**config.mk**
```make
export PLATFORM = sky130hd
export DESIGN_NAME = mlaccel_spi_cmd_flat
export DESIGN_NICKNAME = d
export VERILOG_FILES = /design/src/rtl/mlaccel_spi_cmd_if.sv /design/src/rtl/mlaccel_spi_cmd.sv /design/src/flat_wrapper.sv
export SDC_FILE = /design/constraint.sdc
export NUM_CORES = 1
export LEC_CHECK = 0
export CAP_MARGIN = 15
export CORE_MARGIN = 2
export CORE_UTILIZATION = 47
export CTS_CLUSTER_DIAMETER = 100
export DETAILED_ROUTE_END_ITERATION = 12
export GPL_TIMING_DRIVEN = 0
export PLACE_DENSITY = 0.82
export SETUP_SLACK_MARGIN = 0.5
export SLEW_MARGIN = 5
export SYNTH_ARGS = -nofsm -noshare
export SYNTH_HDL_FRONTEND = slang
export SYNTH_SLANG_ARGS = --single-unit
```
**constraint.sdc**
```tcl
create_clock -name clock -period 1.8 [get_ports clock]
set_input_delay 0.27 -clock clock [delete_from_list [all_inputs] [get_ports clock]]
set_output_delay 0.27 -clock clock [all_outputs]
set_load 0.02 [all_outputs]
```
**src/rtl/mlaccel_spi_cmd_if.sv**
```systemverilog
// mlaccel_spi_cmd_if
//   Byte-stream link between the SPI slave and the command decoder.
//   din_*  : received bytes, one-cycle strobes from the SPI slave.
//            din_start qualifies din_valid and marks an opcode byte.
//   dout_* : transmit bytes back to the SPI slave.
//
//   Handshake: the decoder raises dout_valid with dout_data and holds both
//   stable until a cycle where dout_valid && dout_ready; that cycle is the
//   transfer. din_* has no back-pressure; a byte exists only while
//   din_valid is high.
//
//   master : the SPI slave side (drives din_*, dout_ready)
//   slave  : the command decoder side (drives dout_valid, dout_data)
interface mlaccel_spi_cmd_if;
   logic       din_valid;
   logic       din_start;
   logic [7:0] din_data;
   logic       dout_valid;
   logic       dout_ready;
   logic [7:0] dout_data;

   modport master (
      output din_valid, din_start, din_data, dout_ready,
      input  dout_valid, dout_data
   );

   modport slave (
      input  din_valid, din_start, din_data, dout_ready,
      output dout_valid, dout_data
   );
endinterface

```
**src/rtl/mlaccel_spi_cmd.sv**
```systemverilog
// mlaccel_spi_cmd
//   Parses one command per chip-select transaction from the SPI byte
//   stream and drives a byte-wide memory port and an accelerator start
//   strobe. Read data and status bytes go back over spi.dout_*.
//
//   Opcodes: 0x20 STATUS, 0x21 WRITE, 0x22 READ, 0x24 RUN; any other
//   opcode sets the sticky cmd_err flag and ignores the transaction.
//
// Ports
//   clock, reset : single clock, synchronous active-high reset
//   active       : chip select (already synchronised); low forces IDLE
//   spi          : byte stream link (slave modport)
//   mem_addr     : memory address (ADDR_W bits)
//   mem_wdata    : write data
//   mem_wen      : one-cycle write strobe per written byte
//   mem_ren      : read strobe; mem_rdata valid the following cycle
//   mem_rdata    : memory read data
//   busy         : accelerator busy, reported in the status byte
//   run_start    : one-cycle accelerator start pulse
//   cmd_err      : sticky unknown-opcode flag, cleared by a STATUS read
//   dbg_state    : current FSM state
//
// All outputs are registered.
module mlaccel_spi_cmd #(
   parameter int ADDR_W = 16
) (
   input  logic              clock,
   input  logic              reset,
   input  logic              active,
   mlaccel_spi_cmd_if.slave  spi,
   output logic [ADDR_W-1:0] mem_addr,
   output logic [7:0]        mem_wdata,
   output logic              mem_wen,
   output logic              mem_ren,
   input  logic [7:0]        mem_rdata,
   input  logic              busy,
   output logic              run_start,
   output logic              cmd_err,
   output logic [3:0]        dbg_state
);

   typedef enum logic [3:0] {
      IDLE, ADDR_HI, ADDR_LO, WRITE, RD_FETCH, RD_WAIT, RD_HOLD, ST_HOLD, IGNORE
   } state_t;

   state_t            state_q, state_n;
   logic [ADDR_W-1:0] addr_q, addr_n;
   logic              rd_mode_q, rd_mode_n;
   logic              dout_valid_q, dout_valid_n;
   logic [7:0]        dout_data_q, dout_data_n;
   logic [ADDR_W-1:0] mem_addr_n;
   logic [7:0]        mem_wdata_n;
   logic              mem_wen_n, mem_ren_n, run_start_n, cmd_err_n;

   logic              byte_in, opcode_in, handshake;
   logic [ADDR_W-1:0] addr_inc, addr_lo;

   assign byte_in   = spi.din_valid && !spi.din_start;
   assign opcode_in = spi.din_valid &&  spi.din_start;
   assign handshake = dout_valid_q && spi.dout_ready;
   // Natural ADDR_W-bit overflow gives the wrap to 0.
   assign addr_inc  = addr_q + ADDR_W'(1);
   assign addr_lo   = {addr_q[ADDR_W-1:8], spi.din_data};

   always_ff @(posedge clock) begin
      if (reset) begin
         state_q      <= IDLE;
         addr_q       <= '0;
         rd_mode_q    <= 1'b0;
         dout_valid_q <= 1'b0;
         dout_data_q  <= 8'h00;
         mem_addr     <= '0;
         mem_wdata    <= 8'h00;
         mem_wen      <= 1'b0;
         mem_ren      <= 1'b0;
         run_start    <= 1'b0;
         cmd_err      <= 1'b0;
      end else begin
         state_q      <= state_n;
         addr_q       <= addr_n;
         rd_mode_q    <= rd_mode_n;
         dout_valid_q <= dout_valid_n;
         dout_data_q  <= dout_data_n;
         mem_addr     <= mem_addr_n;
         mem_wdata    <= mem_wdata_n;
         mem_wen      <= mem_wen_n;
         mem_ren      <= mem_ren_n;
         run_start    <= run_start_n;
         cmd_err      <= cmd_err_n;
      end
   end

   always_comb begin
      state_n      = state_q;
      addr_n       = addr_q;
      rd_mode_n    = rd_mode_q;
      dout_valid_n = dout_valid_q;
      dout_data_n  = dout_data_q;
      mem_addr_n   = mem_addr;
      mem_wdata_n  = mem_wdata;
      mem_wen_n    = 1'b0;
      mem_ren_n    = 1'b0;
      run_start_n  = 1'b0;
      cmd_err_n    = cmd_err;

      if (!active) begin
         // Chip select low beats any byte in the same cycle.
         state_n      = IDLE;
         dout_valid_n = 1'b0;
      end else if (opcode_in) begin
         // A new opcode restarts decoding from any state and drops any
         // pending transmit byte, even one being handshaken this cycle.
         dout_valid_n = 1'b0;
         case (spi.din_data)
            8'h20: begin
               state_n      = ST_HOLD;
               dout_valid_n = 1'b1;
               dout_data_n  = {busy, 5'b0, 1'b0, cmd_err};
            end
            8'h21: begin
               state_n   = ADDR_HI;
               rd_mode_n = 1'b0;
            end
            8'h22: begin
               state_n   = ADDR_HI;
               rd_mode_n = 1'b1;
            end
            8'h24: begin
               state_n     = IGNORE;
               run_start_n = 1'b1;
            end
            default: begin
               state_n   = IGNORE;
               cmd_err_n = 1'b1;
            end
         endcase
      end else begin
         case (state_q)
            ADDR_HI: if (byte_in) begin
               addr_n  = {spi.din_data[ADDR_W-9:0], addr_q[7:0]};
               state_n = ADDR_LO;
            end
            ADDR_LO: if (byte_in) begin
               addr_n = addr_lo;
               if (rd_mode_q) begin
                  // The read strobe is registered here so it is already
                  // high during the RD_FETCH cycle.
                  mem_ren_n  = 1'b1;
                  mem_addr_n = addr_lo;
                  state_n    = RD_FETCH;
               end else begin
                  state_n = WRITE;
               end
            end
            WRITE: if (byte_in) begin
               mem_wen_n   = 1'b1;
               mem_addr_n  = addr_q;
               mem_wdata_n = spi.din_data;
               addr_n      = addr_inc;
            end
            RD_FETCH: state_n = RD_WAIT;
            RD_WAIT: begin
               dout_data_n  = mem_rdata;
               dout_valid_n = 1'b1;
               state_n      = RD_HOLD;
            end
            RD_HOLD: if (handshake) begin
               dout_valid_n = 1'b0;
               addr_n       = addr_inc;
               mem_ren_n    = 1'b1;
               mem_addr_n   = addr_inc;
               state_n      = RD_FETCH;
            end
            ST_HOLD: if (handshake) begin
               dout_valid_n = 1'b0;
               cmd_err_n    = 1'b0;
               state_n      = IGNORE;
            end
            default: state_n = state_q;  // IDLE / IGNORE discard data bytes
         endcase
      end
   end

   assign spi.dout_valid = dout_valid_q;
   assign spi.dout_data  = dout_data_q;
   assign dbg_state      = state_q;

endmodule

```
**src/flat_wrapper.sv**
```systemverilog
// flat-port wrapper written by rule: the top's interface ports become plain ports
module mlaccel_spi_cmd_flat 
#(
   parameter int ADDR_W = 16
)
  (clock, reset, active, mem_addr, mem_wdata, mem_wen, mem_ren, mem_rdata, busy, run_start, cmd_err, dbg_state, spi_din_valid, spi_din_start, spi_din_data, spi_dout_ready, spi_dout_valid, spi_dout_data);
  mlaccel_spi_cmd_if spi_i ();
  input  logic clock;
  input  logic reset;
  input  logic active;
  output logic [ADDR_W-1:0] mem_addr;
  output logic [7:0] mem_wdata;
  output logic mem_wen;
  output logic mem_ren;
  input  logic [7:0] mem_rdata;
  input  logic busy;
  output logic run_start;
  output logic cmd_err;
  output logic [3:0] dbg_state;
  input wire logic [$bits(spi_i.din_valid)-1:0] spi_din_valid;
  input wire logic [$bits(spi_i.din_start)-1:0] spi_din_start;
  input wire logic [$bits(spi_i.din_data)-1:0] spi_din_data;
  input wire logic [$bits(spi_i.dout_ready)-1:0] spi_dout_ready;
  output wire logic [$bits(spi_i.dout_valid)-1:0] spi_dout_valid;
  output wire logic [$bits(spi_i.dout_data)-1:0] spi_dout_data;
  assign spi_i.din_valid = spi_din_valid;
  assign spi_i.din_start = spi_din_start;
  assign spi_i.din_data = spi_din_data;
  assign spi_i.dout_ready = spi_dout_ready;
  assign spi_dout_valid = spi_i.dout_valid;
  assign spi_dout_data = spi_i.dout_data;
  mlaccel_spi_cmd #(.ADDR_W(ADDR_W)) u_core (.clock(clock), .reset(reset), .active(active), .spi(spi_i), .mem_addr(mem_addr), .mem_wdata(mem_wdata), .mem_wen(mem_wen), .mem_ren(mem_ren), .mem_rdata(mem_rdata), .busy(busy), .run_start(run_start), .cmd_err(cmd_err), .dbg_state(dbg_state));
endmodule
```
==> key figures <==
Timing
  • Final setup viols: 0
  • Fmax: 559 MHz
  • Tmin final: 1.79 ns
  • Slew Limit Fails: 0
  • RSZ-0062 raised after global routing: yes
  • Skew final: 0.00598 ns
  • Slew headroom: 55.9%
  • Hold violation count in the final report: 0
  • Slew at the pin with the worst max-slew slack: 0.662 ns
  • Post-route clock period utilization: 99.4%
  • Setup TNS: 0 ns

Global route
  • GRT Util Overall: 30.0%
  • Largest net degree at the start of global routing: 11
  • Vias in the first global route: 3,577
  • Initial antenna violation count: 0
  • Grt ovf: 0
  • First-pass GRT wire length: 17.7 mm

Critical path
  • Reg2reg setup slack: 0.01 ns
  • CP required: 2.03 ns
  • Crit end category: flop
  • CP startpoint kind: flop
  • RR Endpoint: u_core.addr_q[7]$_SDFFE_PP0P_
  • Reg2reg path depth: 8
  • Critical path class: reg2reg
  • Worst setup startpoint: u_core.dbg_state[2]$_SDFFE_PP0P_
  • CP arrival: 2.02 ns
  • CP max FO: 8
  • R2R Path Start: u_core.dbg_state[2]$_SDFFE_PP0P_
  • Worst setup path end: u_core.addr_q[7]$_SDFFE_PP0P_

Route
  • Post-route antenna net violation count: 0
  • Post-route DRC violation count: 0
  • Avg WL per Cell: 20.5 um
  • DR pass1 iterations: 5
  • Vias per inst: 6.38
  • Starting DRT DRC Count: 407
  • WL final: 12.1 mm
  • Vias: 3,781

Layout
  • Most frequent cells in the layout: dfxtp_1, buf_4, nor2_1
  • Most common cell after layout, fill and taps aside: dfxtp_1
  • Synth-to-Final Area Change: 55.2%
  • Share of layout cells above drive strength 1: 37.6%
  • N_diodes: 0
  • Nets: 532
  • Non-filler instance count after layout: 593

Place
  • Placed Cells: 531
  • Hpwl dp: 6.93 mm
  • Buffers on Ports: 59
  • RePlAce Congestion: 0.922

Clock tree
  • TritonCTS Buffers: 9
  • Root Buffer: clkbuf_8
  • Max H-tree Level: 3
  • Clock sink total: 58
  • CTS Hold Bufs: 0
  • Clock Path Buffers: 2
  • Clock slew at reported path FFs: 0.07 ns
  • CTS tree: yes
  • Clock Latency Late Sink: 0.35 ns

Synth
  • Seq/Total Area, Yosys: 35.4%
  • Top post-synthesis cells by area: dfxtp_1, nor2_1, a21oi_1
  • Main flop type after synthesis: dfxtp_1
  • Number of synthesized flops with an enable pin: 0
  • Gate Count Post-Synth: 392
  • Cell variety after synth: 65
  • Synth Net Count: 416
  • Synth Warn #: 0
  • Synth Cell Area: 3280 um2
  • Avg Cell Area, Syn: 8.36 um2
  • Yosys top cell by area: dfxtp_1
  • Top cell type's share of synthesized area: 35.4%
  • Ys async rst share: 0%
  • Seq cells post-synth: 58

Run status
  • Outcome: complete, no violations

Floorplanning
  • Io pins: 64
  • Die height: 87.5 um
  • Core area: 6760 um2
  • Total die area: 7660 um2
  • Die W: 87.5 um
  • Initial cell density of the core: 48.5%
  • Cell row count: 30

Pwr
  • Final Power: 2.78 mW
  • Worst vdd ir: 0.374 mV
  • LEAKAGE: 1.95 nW
  • Power Density: 547 nW/um2

Run
  • MaxCap Viol Count: 0

Min path
  • Hold Crit Class: in2reg
-- metal layers --
layer / vias to the layer above / wire length [um] / share of wire (%) / GRT usage (%)
met4: 0 / 639 / 5.3 / 16.5
met2: 248 / 5900 / 49 / 49.7
met1: 1780 / 4740 / 39 / 37.4
li1: 1689 / - / - / -
met5: - / 0 / 0 / 0
met3: 64 / 857 / 7.1 / 4.27
-- worst max-delay path, stage by stage (launching register included) --
cell,delay [ns]
dfxtp_4,0.37
buf_12,0.14
buf_6,0.11
buf_8,0.12
nor4b_4,0.26
buf_6,0.19
buf_4,0.12
a221oi_2,0.05
nor3_1,0.30
-- state kept, by name (all words and copies together), names as in the netlist --
name,flops
u_core.addr_q,16
u_core.cmd_err,1
u_core.dbg_state,4
u_core.mem_addr,16
u_core.mem_ren,1
u_core.mem_wdata,8
u_core.mem_wen,1
u_core.rd_mode_q,1
u_core.run_start,1
u_core.spi.dout_data,8
u_core.spi.dout_valid,1
-- what timing repair did --
item | 4_1_cts | 5_1_grt
resized for setup | 155 | 65
pin swaps | 39 | 18
buffers inserted | 35 | 6
cloned | 5 | 0
setup endpoints to repair | 99 | 83
-- how the worst min path moves through the flow --
stage	from	end	slack, ns	cells past startpoint
6_report	spi_din_data[3]	u_core.mem_wdata[3]$_SDFFE_PP0P_	0.22	3
3_3_place_gp	u_core.spi.dout_data[0]$_SDFFE_PP0P_	u_core.spi.dout_data[0]$_SDFFE_PP0P_	0.45	1
4_1_cts	spi_din_data[3]	u_core.mem_wdata[3]$_SDFFE_PP0P_	0.21	3
3_5_place_dp	u_core.spi.dout_data[6]$_SDFFE_PP0P_	u_core.spi.dout_data[6]$_SDFFE_PP0P_	0.46	1
5_1_grt	spi_din_data[3]	u_core.mem_wdata[3]$_SDFFE_PP0P_	0.25	3
2_1_floorplan	mem_rdata[1]	u_core.spi.dout_data[1]$_SDFFE_PP0P_	0.40	1
-- where the power goes --
part           leakage (nW)  internal [mW]  total (mW)  switching (mW)
Sequential            0.473           1.28        1.29         0.00639
Clock                 0.100          0.630        1.19           0.564
Combinational          1.37          0.127       0.299           0.172
Total                  1.95           2.04        2.78           0.743
-- synthesized netlist by cell type, types with 5 or more instances --
cell and n:
a22o_1 6, o21ai_0 17, clkbuf_1 12, dfxtp_1 58, buf_2 10, xor2_1 8, nand3_1 10, a31oi_1 6
a211oi_1 15, nand2_1 28, a21oi_1 27, buf_4 6, xnor2_1 5, inv_1 8, nor2b_1 5, nand2b_1 7
o32ai_1 7, nor2_1 50, nor3_1 15, mux2i_1 8
-- kinds of logic (layout without fill, tap and decap cells) --
| logic type | Yosys count | in the layout | share of synthesized area [%] |
|---|---|---|---|
| xor gates and xnor gates | 13 | 13 | 3.47 |
| DFF | 58 | 58 | 35.4 |
| adders and majority gates | 1 | 1 | 0.382 |
| buffers and inverters | 39 | 160 | 6.22 |
| muxes | 8 | 8 | 2.44 |
| and+or+nand+nor | 157 | 157 | 27.0 |
| AOI/OAI and AO/OA | 116 | 116 | 25.0 |
-- through the flow --
| step | worst slack [ns] | cell area (um2) | hold WS (ns) | util, % |
|---|---|---|---|---|
| after floorplan | 0.154 | 3500 | 0.403 | - |
| after global placement | -0.600 | 4200 | 0.449 | 62.1 |
| after detailed placement | -0.586 | 4200 | 0.458 | 62.1 |
| after CTS | 0.0716 | 4920 | 0.214 | 72.8 |
| after global routing | -0.0169 | 5090 | 0.246 | 75.3 |
| final | 0.0101 | 5090 | 0.220 | 75.3 |
-- area by class of cell --
class                           instances  area, um2
Multi-Input combinational cell        295       2330
Fill cell                             467       1670
Sequential cell                        58       1190
Timing Repair Buffer                  105        943
Buffer                                 31        317
Clock buffer                           10        128
Tap cell                               80        100
Clock inverter                          6       56.3
Inverter                                8       30.0
(Power assumes the default switching activity.)
